## config.mk

```make
export PLATFORM = sky130hd
export DESIGN_NAME = k12_alu
export DESIGN_NICKNAME = d
export VERILOG_FILES = /design/src/rtl/k12_alu.sv
export SDC_FILE = /design/constraint.sdc
export NUM_CORES = 1
export LEC_CHECK = 0
export ABC_AREA = 1
export CORE_UTILIZATION = 33
export CTS_CLUSTER_DIAMETER = 50
export DETAILED_ROUTE_END_ITERATION = 12
export PLACE_DENSITY = 0.65
export SYNTH_ARGS = -nofsm -noshare
export SYNTH_HDL_FRONTEND = slang
export SYNTH_SLANG_ARGS = --single-unit
```

## constraint.sdc

```tcl
create_clock -name clk -period 7.08 [get_ports clk]
set_input_delay 2.124 -clock clk [delete_from_list [all_inputs] [get_ports clk]]
set_output_delay 2.124 -clock clk [all_outputs]
set_load 0.02 [all_outputs]
```

## src/rtl/k12_alu.sv

```systemverilog
// rtl/k12_alu.sv - K12 arithmetic/logic and condition unit with architectural carry flag
module k12_alu (
    input  logic        clk,
    input  logic        rst_n,
    input  logic [7:0]  a,
    input  logic [7:0]  b,
    input  logic [15:0] inst,
    output logic [7:0]  res,
    output logic        cond
);

    logic        c_flag;
    logic [7:0]  opb;
    logic [4:0]  f;
    logic [8:0]  add_sum;
    logic [8:0]  sub_sum;
    logic        add_cin;
    logic        sub_cin;
    logic [7:0]  res_v;
    logic        cond_v;
    logic        co;
    logic        c_wr;

    assign opb = inst[13] ? inst[7:0] : b;
    assign f   = inst[12:8];

    // ADC/SBC take the stored carry; plain ADD has no carry-in and SUB forces +1
    assign add_cin = (f == 5'b00001) ? c_flag : 1'b0;
    assign sub_cin = (f == 5'b00011) ? c_flag : 1'b1;
    assign add_sum = {1'b0, a} + {1'b0, opb} + {8'b0, add_cin};
    assign sub_sum = {1'b0, a} + {1'b0, ~opb} + {8'b0, sub_cin};

    // Result, condition and carry-out selection from the function field
    always_comb begin
        res_v  = a;
        cond_v = 1'b0;
        co     = 1'b0;
        c_wr   = 1'b0;
        if (!f[4]) begin
            case (f[3:0])
                4'b0000, 4'b0001: begin res_v = add_sum[7:0]; co = add_sum[8]; c_wr = 1'b1; end
                4'b0010, 4'b0011: begin res_v = sub_sum[7:0]; co = sub_sum[8]; c_wr = 1'b1; end
                4'b0100: res_v = a & opb;
                4'b0101: res_v = a | opb;
                4'b0110: res_v = a ^ opb;
                4'b0111: res_v = opb;
                4'b1000: begin res_v = {a[6:0], 1'b0}; co = a[7]; c_wr = 1'b1; end
                4'b1001: begin res_v = {1'b0, a[7:1]}; co = a[0]; c_wr = 1'b1; end
                4'b1010: begin res_v = {a[7], a[7:1]}; co = a[0]; c_wr = 1'b1; end
                4'b1011: res_v = {a[6:0], a[7]};
                4'b1100: res_v = {a[0], a[7:1]};
                4'b1101: res_v = ~a;
                4'b1110: res_v = a + 8'd1;
                default: res_v = a - 8'd1;
            endcase
            cond_v = (res_v == 8'h00);
        end else begin
            case (f[3:0])
                4'b0000: cond_v = (a == opb);
                4'b0001: cond_v = (a != opb);
                4'b0010: cond_v = (a < opb);
                4'b0011: cond_v = (a >= opb);
                4'b0100: cond_v = ($signed(a) < $signed(opb));
                4'b0101: cond_v = ($signed(a) >= $signed(opb));
                4'b0110: cond_v = (a <= opb);
                4'b0111: cond_v = (a > opb);
                4'b1000: cond_v = ($signed(a) <= $signed(opb));
                4'b1001: cond_v = ($signed(a) > $signed(opb));
                4'b1010: cond_v = ((a & opb) == 8'h00);
                4'b1011: cond_v = ((a & opb) != 8'h00);
                4'b1100: cond_v = c_flag;
                4'b1101: cond_v = ~c_flag;
                4'b1110: cond_v = 1'b1;
                default: cond_v = 1'b0;
            endcase
        end
    end

    assign res  = res_v;
    assign cond = cond_v;

    // Carry flag: only ALU-class instructions with a carry-producing function update it
    always_ff @(posedge clk or negedge rst_n) begin
        if (!rst_n) begin
            c_flag <= 1'b0;
        end else if (inst[15:14] == 2'b00 && c_wr) begin
            c_flag <= co;
        end
    end

endmodule

```

==> flow_metrics.tcl, run 1 <==
set metrics [dict create \
    critical_path.startpoint_type "primary input" \
    final_cell_mix "nand2_1 (183), buf_4 (85), inv_1 (66)" \
    io_buffers 42 \
    fin_nets 685 \
    design_power_total_mw 0.2926 \
    synthesis.area_um2 2480 \
    grt_pass1_vias 3361 \
    min_period_over_period_pct 97.54 \
    grt_overflow 0 \
    area_delta_synth_final_pct 46.77 \
    largestRegisters "c_flag x1" \
    mostFrequentLayoutCell "nand2_1" \
    grt_antenna_before_repair 0 \
    avgViaCountPerCell 5.059 \
    synth.top_cell.area_share_pct 27.70 \
    yosys.area.top_type "nand2_1" \
    drive_above_1_share_pct 17.62 \
    cp.required_ps 4960 \
    drv_slew 0 \
    grt_pass1_wl_um 16320 \
    ys_seq_elements 1 \
    wire_per_inst_um 14.36 \
    syn_avg_cell_area_um2 5.040 \
    fmax_mhz 144.8 \
    chipHeight_um 88.69 \
    dieArea_um2 7865 \
    drv_cap 0 \
    insertion_delay_ps 0 \
    p_per_area_nw_per_um2 80.39 \
    final_hold_viol_count 0 \
    gp_congestion 0.9619 \
    crit_arrival_ps 4780 \
    synth-warning-count 0 \
    worst-r2r-cell-count 14 \
    ios 43 \
    fin_crit_ps 6906 \
    core_um2 7253 \
    cts_hold_buffers 0 \
    grt_use_met2_pct 45.66 \
    synth-main-ff-cell "dfrtp_1" \
    p_leak_nw 2.023 \
    ys_top_cells_by_area "nand2_1 (28%), ha_1 (16%), inv_1 (10%)" \
    grt_setup_unrepaired "true" \
    insertedDiodeCount 0 \
    grt-busiest-layer "met2" \
    grt_max_degree 11 \
    cts.clk_slew.worst_paths_ps 0 \
    hold_depth 1 \
    worstMarginPinSlew_ps 747.0 \
    max_slew_margin_pct 50.02 \
    largest-register "c_flag" \
    status "completed" \
    start_util_pct 34.19 \
    grt_use_total_pct 27.09 \
    crit_type "primary input to output port" \
    synth_nets 562 \
    worst_hold_slack_ps 659.3 \
    async_flop_share_pct 100.0 \
    syn_inst 492 \
    vdd_drop_max_v 0.00002623 \
    largest_reg_flops 1 \
    drt_iter0_drc 204 \
    hpwl_um 8740 \
    wirelength_um 10220 \
    setup_violations 0 \
    seq_area_frac_synth_pct 1.009 \
    drcViolationCount 0 \
    fin_skew_ps 0 \
    antenna_left 0 \
    cp-end-kind "output port" \
    use_met3_pct 1.772 \
    synth_edf_count 0 \
    ys_types 29 \
    chipWidth_um 88.69 \
    drtPass1Iterations 5 \
    grt_use_met1_pct 35.03 \
    vias 3602 \
    critPathMaxFanout 3 \
    hp-class "flip-flop to flip-flop" \
    num_rows 31 \
]
synthesized netlist by cell type, types with 2 or more instances:
| master | count |
|---|---|
| o21ai_1 | 3 |
| a21oi_1 | 17 |
| ha_1 | 32 |
| o22ai_1 | 2 |
| nor2_1 | 53 |
| o21a_1 | 4 |
| buf_2 | 4 |
| inv_1 | 67 |
| nor2_2 | 7 |
| clkbuf_1 | 2 |
| nor3_1 | 3 |
| nand2_1 | 183 |
| nand2_2 | 2 |
| o21ai_0 | 24 |
| a31oi_1 | 3 |
| inv_2 | 5 |
| nand3b_1 | 4 |
| xor2_1 | 2 |
| nand3_1 | 50 |
| fa_1 | 4 |
| nand4_1 | 13 |
path summary, 6_finish.rpt:
kind / start / to / slack, ps
worst min register to register: c_flag / c_flag / 660
max in group asynchronous: rst_n / c_flag / 4700
worst min-delay path: c_flag / c_flag / 660
worst max register to register: c_flag / c_flag / 4750
worst max-delay path: inst[8] / cond / 170
min in group asynchronous: rst_n / c_flag / 2280
stage by stage:
stage / setup TNS (ps) / cell area [um^2] / util (%) / worst slack (ps) / cells
final: 0 / 3640 / 50.18 / 174.4 / 712
after global routing: -50.45 / 3640 / 50.18 / -50.45 / 712
after floorplan: 0 / 2480 / - / 579.2 / 492
after CTS: 0 / 3628 / 50.03 / 17.90 / 712
after global placement: -341.2 / 3635 / 50.11 / -173.9 / 712
after detailed placement: -625.1 / 3635 / 50.11 / -269.5 / 712
worst max-delay path: stages:
cell             delay [ps]
clkdlybuf4s50_1         530
nand2_1                 100
inv_1                    80
nand4_1                 120
fa_1                    420
inv_1                    80
fa_1                    400
nand3b_1                160
o21ai_0                  70
nor2_1                   70
nand2_1                  60
nor2_1                   40
nor2_1                  110
nor2_1                   70
nand2_1                  50
nor2_1                   40
nand3_1                  70
nand2_1                  50
clkbuf_2                150
cell type report:
type | count | area, um^2
fillers | 791 | 3613
inverters | 72 | 270.3
multi-input cells | 413 | 2180
flip-flops and latches | 1 | 25.02
well taps | 99 | 123.9
repair buffers | 127 | 1041
layer usage:
layer | wire, um | up-vias | share of wire (%)
met5 | 0 | - | 0
met3 | 497 | 35 | 4.9
met1 | 4445 | 1615 | 43
met2 | 4749 | 133 | 46
li1 | - | 1819 | -
met4 | 529 | 0 | 5.2
report_power, final:
group / switching [mW] / internal (mW) / total (mW) / leakage [nW]
Combinational: 0.157 / 0.127 / 0.283 / 2.01
Clock: 0 / 0 / 0 / 0
Sequential: 0.00223 / 0.00718 / 0.00941 / 0.0117
Total: 0.159 / 0.134 / 0.293 / 2.02
logic make-up after synthesis:
logic type	count (synthesis)	share of synthesized area, %
XOR/XNOR	3	1.060
AND/OR/NAND/NOR	317	53.83
adder cells (fa/ha/maj)	36	19.37
AO/OA/AOI/OAI	57	12.71
buffers and inverters	78	12.01
flip-flops	1	1.009
what timing repair did:
action | 4_1_cts | 5_1_grt
gates resized for setup | 7 | 16
cloned | 0 | 0
setup buffers | 0 | 0
endpoints found under the setup margin | 6 | 8
(Power assumes the default switching activity.)
==> run 2, diff against run 1 <==
--- a/config.mk
+++ b/config.mk
@@ -13,3 +13,4 @@
 export SYNTH_ARGS = -nofsm -noshare
 export SYNTH_HDL_FRONTEND = slang
 export SYNTH_SLANG_ARGS = --single-unit
+export TNS_END_PERCENT = 1
==> flow_metrics.tcl, run 2 (same netlist as run 1, synthesis figures left out) <==
set metrics [dict create \
    fmax_mhz 144.2 \
    chipHeight_um 88.69 \
    crit_arrival_ps 4810 \
    dieArea_um2 7865 \
    avgViaCountPerCell 5.065 \
    multi_input_area_um2 2162 \
    reg2reg_to "c_flag" \
    cts.clk_slew.worst_paths_ps 0 \
    setup_violations 0 \
    placed_area_um2 3635 \
    cp-end-kind "output port" \
    max_slew_margin_pct 51.00 \
    p_int_mw 0.1328 \
    worst_hold_slack_ps 661.1 \
    mostFrequentLayoutCell "nand2_1" \
    post_cts_buffers 0 \
    p_leak_nw 2.022 \
    grt_pass1_wl_um 16320 \
    placed_cells 712 \
    insertedDiodeCount 0 \
    largestRegisters "c_flag x1" \
    drt_iter0_drc 224 \
    grt_overflow 0 \
    design_power_total_mw 0.2909 \
    io_buffers 42 \
    gp_congestion 0.9619 \
    drv_slew 0 \
    ios 43 \
    vias 3606 \
    fin_ws_ps 147.2 \
    min_period_over_period_pct 97.92 \
    cts_hold_buffers 0 \
    grt_max_degree 11 \
    power.switching_mw 0.1580 \
    vdd_drop_max_v 0.00002610 \
    area_delta_synth_final_pct 46.27 \
    status "completed" \
    critical_path.startpoint_type "primary input" \
    wire_per_inst_um 14.31 \
    p_per_area_nw_per_um2 80.19 \
    largest-register "c_flag" \
    r2r_setup_slack_ps 4750 \
    num_rows 31 \
    chipWidth_um 88.69 \
    hpwl_um 8740 \
    insertion_delay_ps 0 \
    swShare_pct 54.33 \
    combPwrFrac_pct 96.8 \
    worstMarginPinSlew_ps 732.2 \
    fillers 787 \
    start_util_pct 34.19 \
    drv_cap 0 \
    post-place-ws_ps -269.5 \
    final_cell_mix "nand2_1 (183), buf_4 (85), inv_1 (66)" \
    power_frac_clock_pct 0 \
    worst-r2r-cell-count 14 \
    hold_depth 1 \
    r2r-start "c_flag" \
    grt_antenna_before_repair 0 \
    hold_end "c_flag" \
    fin_skew_ps 0 \
    drcViolationCount 0 \
    core_um2 7253 \
    final_cell_area_um2 3627 \
    fin_nets 685 \
    antenna_left 0 \
    drtPass1Iterations 5 \
    seq_area_um2 25.02 \
    cp.required_ps 4960 \
    grt_pass1_vias 3361 \
    drive_above_1_share_pct 16.97 \
    crit_type "primary input to output port" \
    final_hold_viol_count 0 \
    largest_reg_flops 1 \
    hp-class "flip-flop to flip-flop" \
    fin_crit_ps 6933 \
    grt_use_total_pct 27.09 \
    wirelength_um 10190 \
    grt_setup_unrepaired "true" \
    hold_path.startpoint "c_flag" \
    critPathMaxFanout 3 \
    power_frac_seq_pct 3.2 \
    layoutNonFillerInstCount 712 \
]
==> run 2: cell types whose count changed in the layout (fill, tap and decap cells not counted), sizes merged <==
| cell | delta |
|---|---|
| clkbuf | -1 |
| clkdlybuf4s15 | +1 |
==> run 2: how the worst max path moves through the flow <==
stage	startpoint	end	slack, ps	cells after the start
after floorplan	inst[12]	cond	580	18
after global placement	inst[13]	cond	-170	20
after detailed placement	inst[13]	cond	-270	20
after CTS	inst[13]	cond	20	20
after global routing	inst[13]	cond	-100	20
final	inst[8]	res[1]	150	16
==> run 2: final cells by class <==
type | instances | area share, %
Timing Repair Buffer | 127 | 28.84
Tap cell | 99 | 3.415
Sequential cell | 1 | 0.6899
Multi-Input combinational cell | 413 | 59.61
Inverter | 72 | 7.451
==> run 2: metrics by stage <==
step,setup TNS [ps],utilization (%)
finish,0,50.01
global route,-184.5,50.01
CTS,0,50.03
detailed placement,-625.1,50.11
global placement,-341.2,50.11
floorplan,0,-
==> run 2: power by group through the flow <==
stage	Sequential, mW	Combinational [mW]	Clock [mW]
2_1_floorplan	0.00843	0.146	0
4_1_cts	0.00917	0.279	0
3_3_place_gp	0.00923	0.278	0
6_report	0.00943	0.281	0
5_1_grt	0.00959	0.313	0
3_5_place_dp	0.00910	0.281	0
==> run 2: repair_timing <==
action	in CTS	in global routing
cloned	0	0
endpoints found under the setup margin	6	8
pin swaps	0	0
gates resized for setup	7	11
==> run 2: routing by layer <==
layer	share of wire (%)	wire, um	track usage, %	up-vias
li1	-	-	-	1819
met1	42	4293	35.03	1597
met2	46	4699	45.66	155
met3	6.4	653	1.772	35
met4	5.3	540	13.05	0
met5	0	0	0	-
==> run 2: worst max-delay path, cell delays in order <==
cell and delay [ps]:
clkdlybuf4s50_1 530, nand2_1 90, inv_1 80, nand4_1 120
fa_1 420, inv_1 80, fa_1 390, nand3b_1 160
o21ai_0 70, nor2_1 70, nand2_1 60, nor2_1 40
nor2_1 110, nand2_1 60, o21ai_0 80, clkdlybuf4s15_1 320
==> run 3, diff against run 2 <==
--- a/config.mk
+++ b/config.mk
@@ -9,7 +9,10 @@
 export CORE_UTILIZATION = 33
 export CTS_CLUSTER_DIAMETER = 50
 export DETAILED_ROUTE_END_ITERATION = 12
+export HOLD_SLACK_MARGIN = 0.02
 export PLACE_DENSITY = 0.65
+export SKIP_CTS_REPAIR_TIMING = 1
+export SLEW_MARGIN = 20
 export SYNTH_ARGS = -nofsm -noshare
 export SYNTH_HDL_FRONTEND = slang
 export SYNTH_SLANG_ARGS = --single-unit
==> flow_metrics.tcl, run 3 (same netlist as run 1, synthesis figures left out) <==
set metrics [dict create \
    crit_path_cell_trace "clkdlybuf4s50_1 -> inv_1 -> buf_4 -> nand2_1 -> nand2_1 -> buf_4 -> ha_1 -> nor2_1 -> nand2_1 -> nor2_1 -> nor2_1 -> a21oi_1 -> nand2_1 -> nor2_1 -> nand3_1 -> nor2_1 -> nand2_1 -> nand2_1 -> nand2_1 -> clkbuf_2" \
    drt_iter0_drc 224 \
    antenna_left 0 \
    avgViaCountPerCell 5.074 \
    hpwl_um 8740 \
    grt_pass1_vias 3359 \
    wirelength_um 10280 \
    ios 43 \
    placed_area_um2 3635 \
    power.switching_mw 0.1592 \
    gp_congestion 0.9619 \
    route.met2.wl_um 4740 \
    largestRegisters "c_flag x1" \
    fin_crit_ps 6918 \
    drcViolationCount 0 \
    fmax_mhz 144.6 \
    design_power_total_mw 0.2948 \
    drive_above_1_share_pct 17.29 \
    cts.clk_slew.worst_paths_ps 0 \
    io_buffers 42 \
    swShare_pct 53.99 \
    placed_cells 712 \
    chipHeight_um 88.69 \
    crit_top_cell "nand2_1" \
    fin_nets 685 \
    start_util_pct 34.19 \
    fin_skew_ps 0 \
    p_per_area_nw_per_um2 80.50 \
    wl_met1_um 4409 \
    fin_ws_ps 162.1 \
    slowest_stage "clkdlybuf4s50_1" \
    vias 3613 \
    cp_num_buf_inv 5 \
    grt_setup_unrepaired "true" \
    grt_antenna_before_repair 0 \
    worstMarginPinSlew_ps 752.4 \
    final_cell_area_um2 3662 \
    core_um2 7253 \
    r2r_setup_slack_ps 4750 \
    power_frac_seq_pct 3.2 \
    hold_depth 1 \
    crit_arrival_ps 4790 \
    cp.required_ps 4960 \
    grt_overflow 0 \
    max_stage_delay_ps 510 \
    power_frac_clock_pct 0 \
    chipWidth_um 88.69 \
    area_delta_synth_final_pct 47.68 \
    grt_max_degree 11 \
    drtPass1Iterations 6 \
    critPathMaxFanout 7 \
    insertedDiodeCount 0 \
    hold_end "c_flag" \
    hp-class "flip-flop to flip-flop" \
    insertion_delay_ps 0 \
    crit_type "primary input to output port" \
    wire_per_inst_um 14.43 \
    layoutNonFillerInstCount 712 \
    path_depth 20 \
    grt_pass1_wl_um 16300 \
    min_period_over_period_pct 97.71 \
    final_hold_viol_count 0 \
    setup_violations 0 \
    startpoint "inst[13]" \
    grt_use_total_pct 27.07 \
    p_leak_nw 2.061 \
    num_rows 31 \
    crit_family "simple AND/OR/NAND/NOR gates" \
    top_layer "met4" \
    dieArea_um2 7865 \
    worst-r2r-cell-count 14 \
    drv_cap 0 \
    largest_reg_flops 1 \
    mostFrequentLayoutCell "nand2_1" \
    p_int_mw 0.1356 \
    combPwrFrac_pct 96.8 \
    largest-register "c_flag" \
    final_cell_mix "nand2_1 (183), buf_4 (85), inv_1 (66)" \
    met3_length_um 581 \
    post-place-ws_ps -269.5 \
    hold_path.startpoint "c_flag" \
    cp-end-kind "output port" \
    reg2reg_to "c_flag" \
    max_slew_margin_pct 49.65 \
    vdd_drop_max_v 0.00002615 \
    drv_slew 0 \
    critical_path.startpoint_type "primary input" \
    r2r-start "c_flag" \
    status "completed" \
]
==> run 3: changes by cell type in the layout (fill, tap and decap cells not counted) <==
cell	delta
clkbuf_2	-1
clkdlybuf4s15_1	-1
dlygate4sd2_1	-2
dlymetal6s2s_1	+4
ha_1	-1
ha_4	+1
nor2_1	-2
nor2_2	+2
==> run 3: power groups by stage <==
stage | sequential (mW) | combinational [mW] | clock (mW)
after floorplan | 0.00843 | 0.146 | 0
after global placement | 0.00923 | 0.278 | 0
after detailed placement | 0.00910 | 0.281 | 0
after CTS | 0.00917 | 0.282 | 0
after global routing | 0.00959 | 0.317 | 0
final | 0.00943 | 0.285 | 0
==> run 3: layout make-up <==
class | instances | area [um^2]
sequential | 1 | 25.02
tap | 99 | 123.9
inverter | 72 | 270.3
fill | 788 | 3591
timing repair buffer | 127 | 1064
multi-input combinational | 413 | 2180
==> run 3: worst max path at each step <==
stage	to	slack [ps]
global route	cond	-50
CTS	cond	-280
floorplan	cond	580
global placement	cond	-170
finish	cond	160
detailed placement	cond	-270
==> run 3: per-stage QoR <==
step           setup TNS (ps)  hold WS, ps  utilization [%]
2_1_floorplan               0        541.1                -
3_3_place_gp           -341.2        652.0            50.11
3_5_place_dp           -625.1        640.6            50.11
4_1_cts                -701.8        637.2            50.11
5_1_grt                -50.45        691.9            50.49
6_report                    0        661.1            50.49
==> run 3: metal layers <==
metal / vias to the layer above / global-route usage, %
met5: - / 0
met2: 142 / 45.66
li1: 1816 / -
met4: 0 / 13.05
met3: 37 / 1.772
met1: 1618 / 34.98
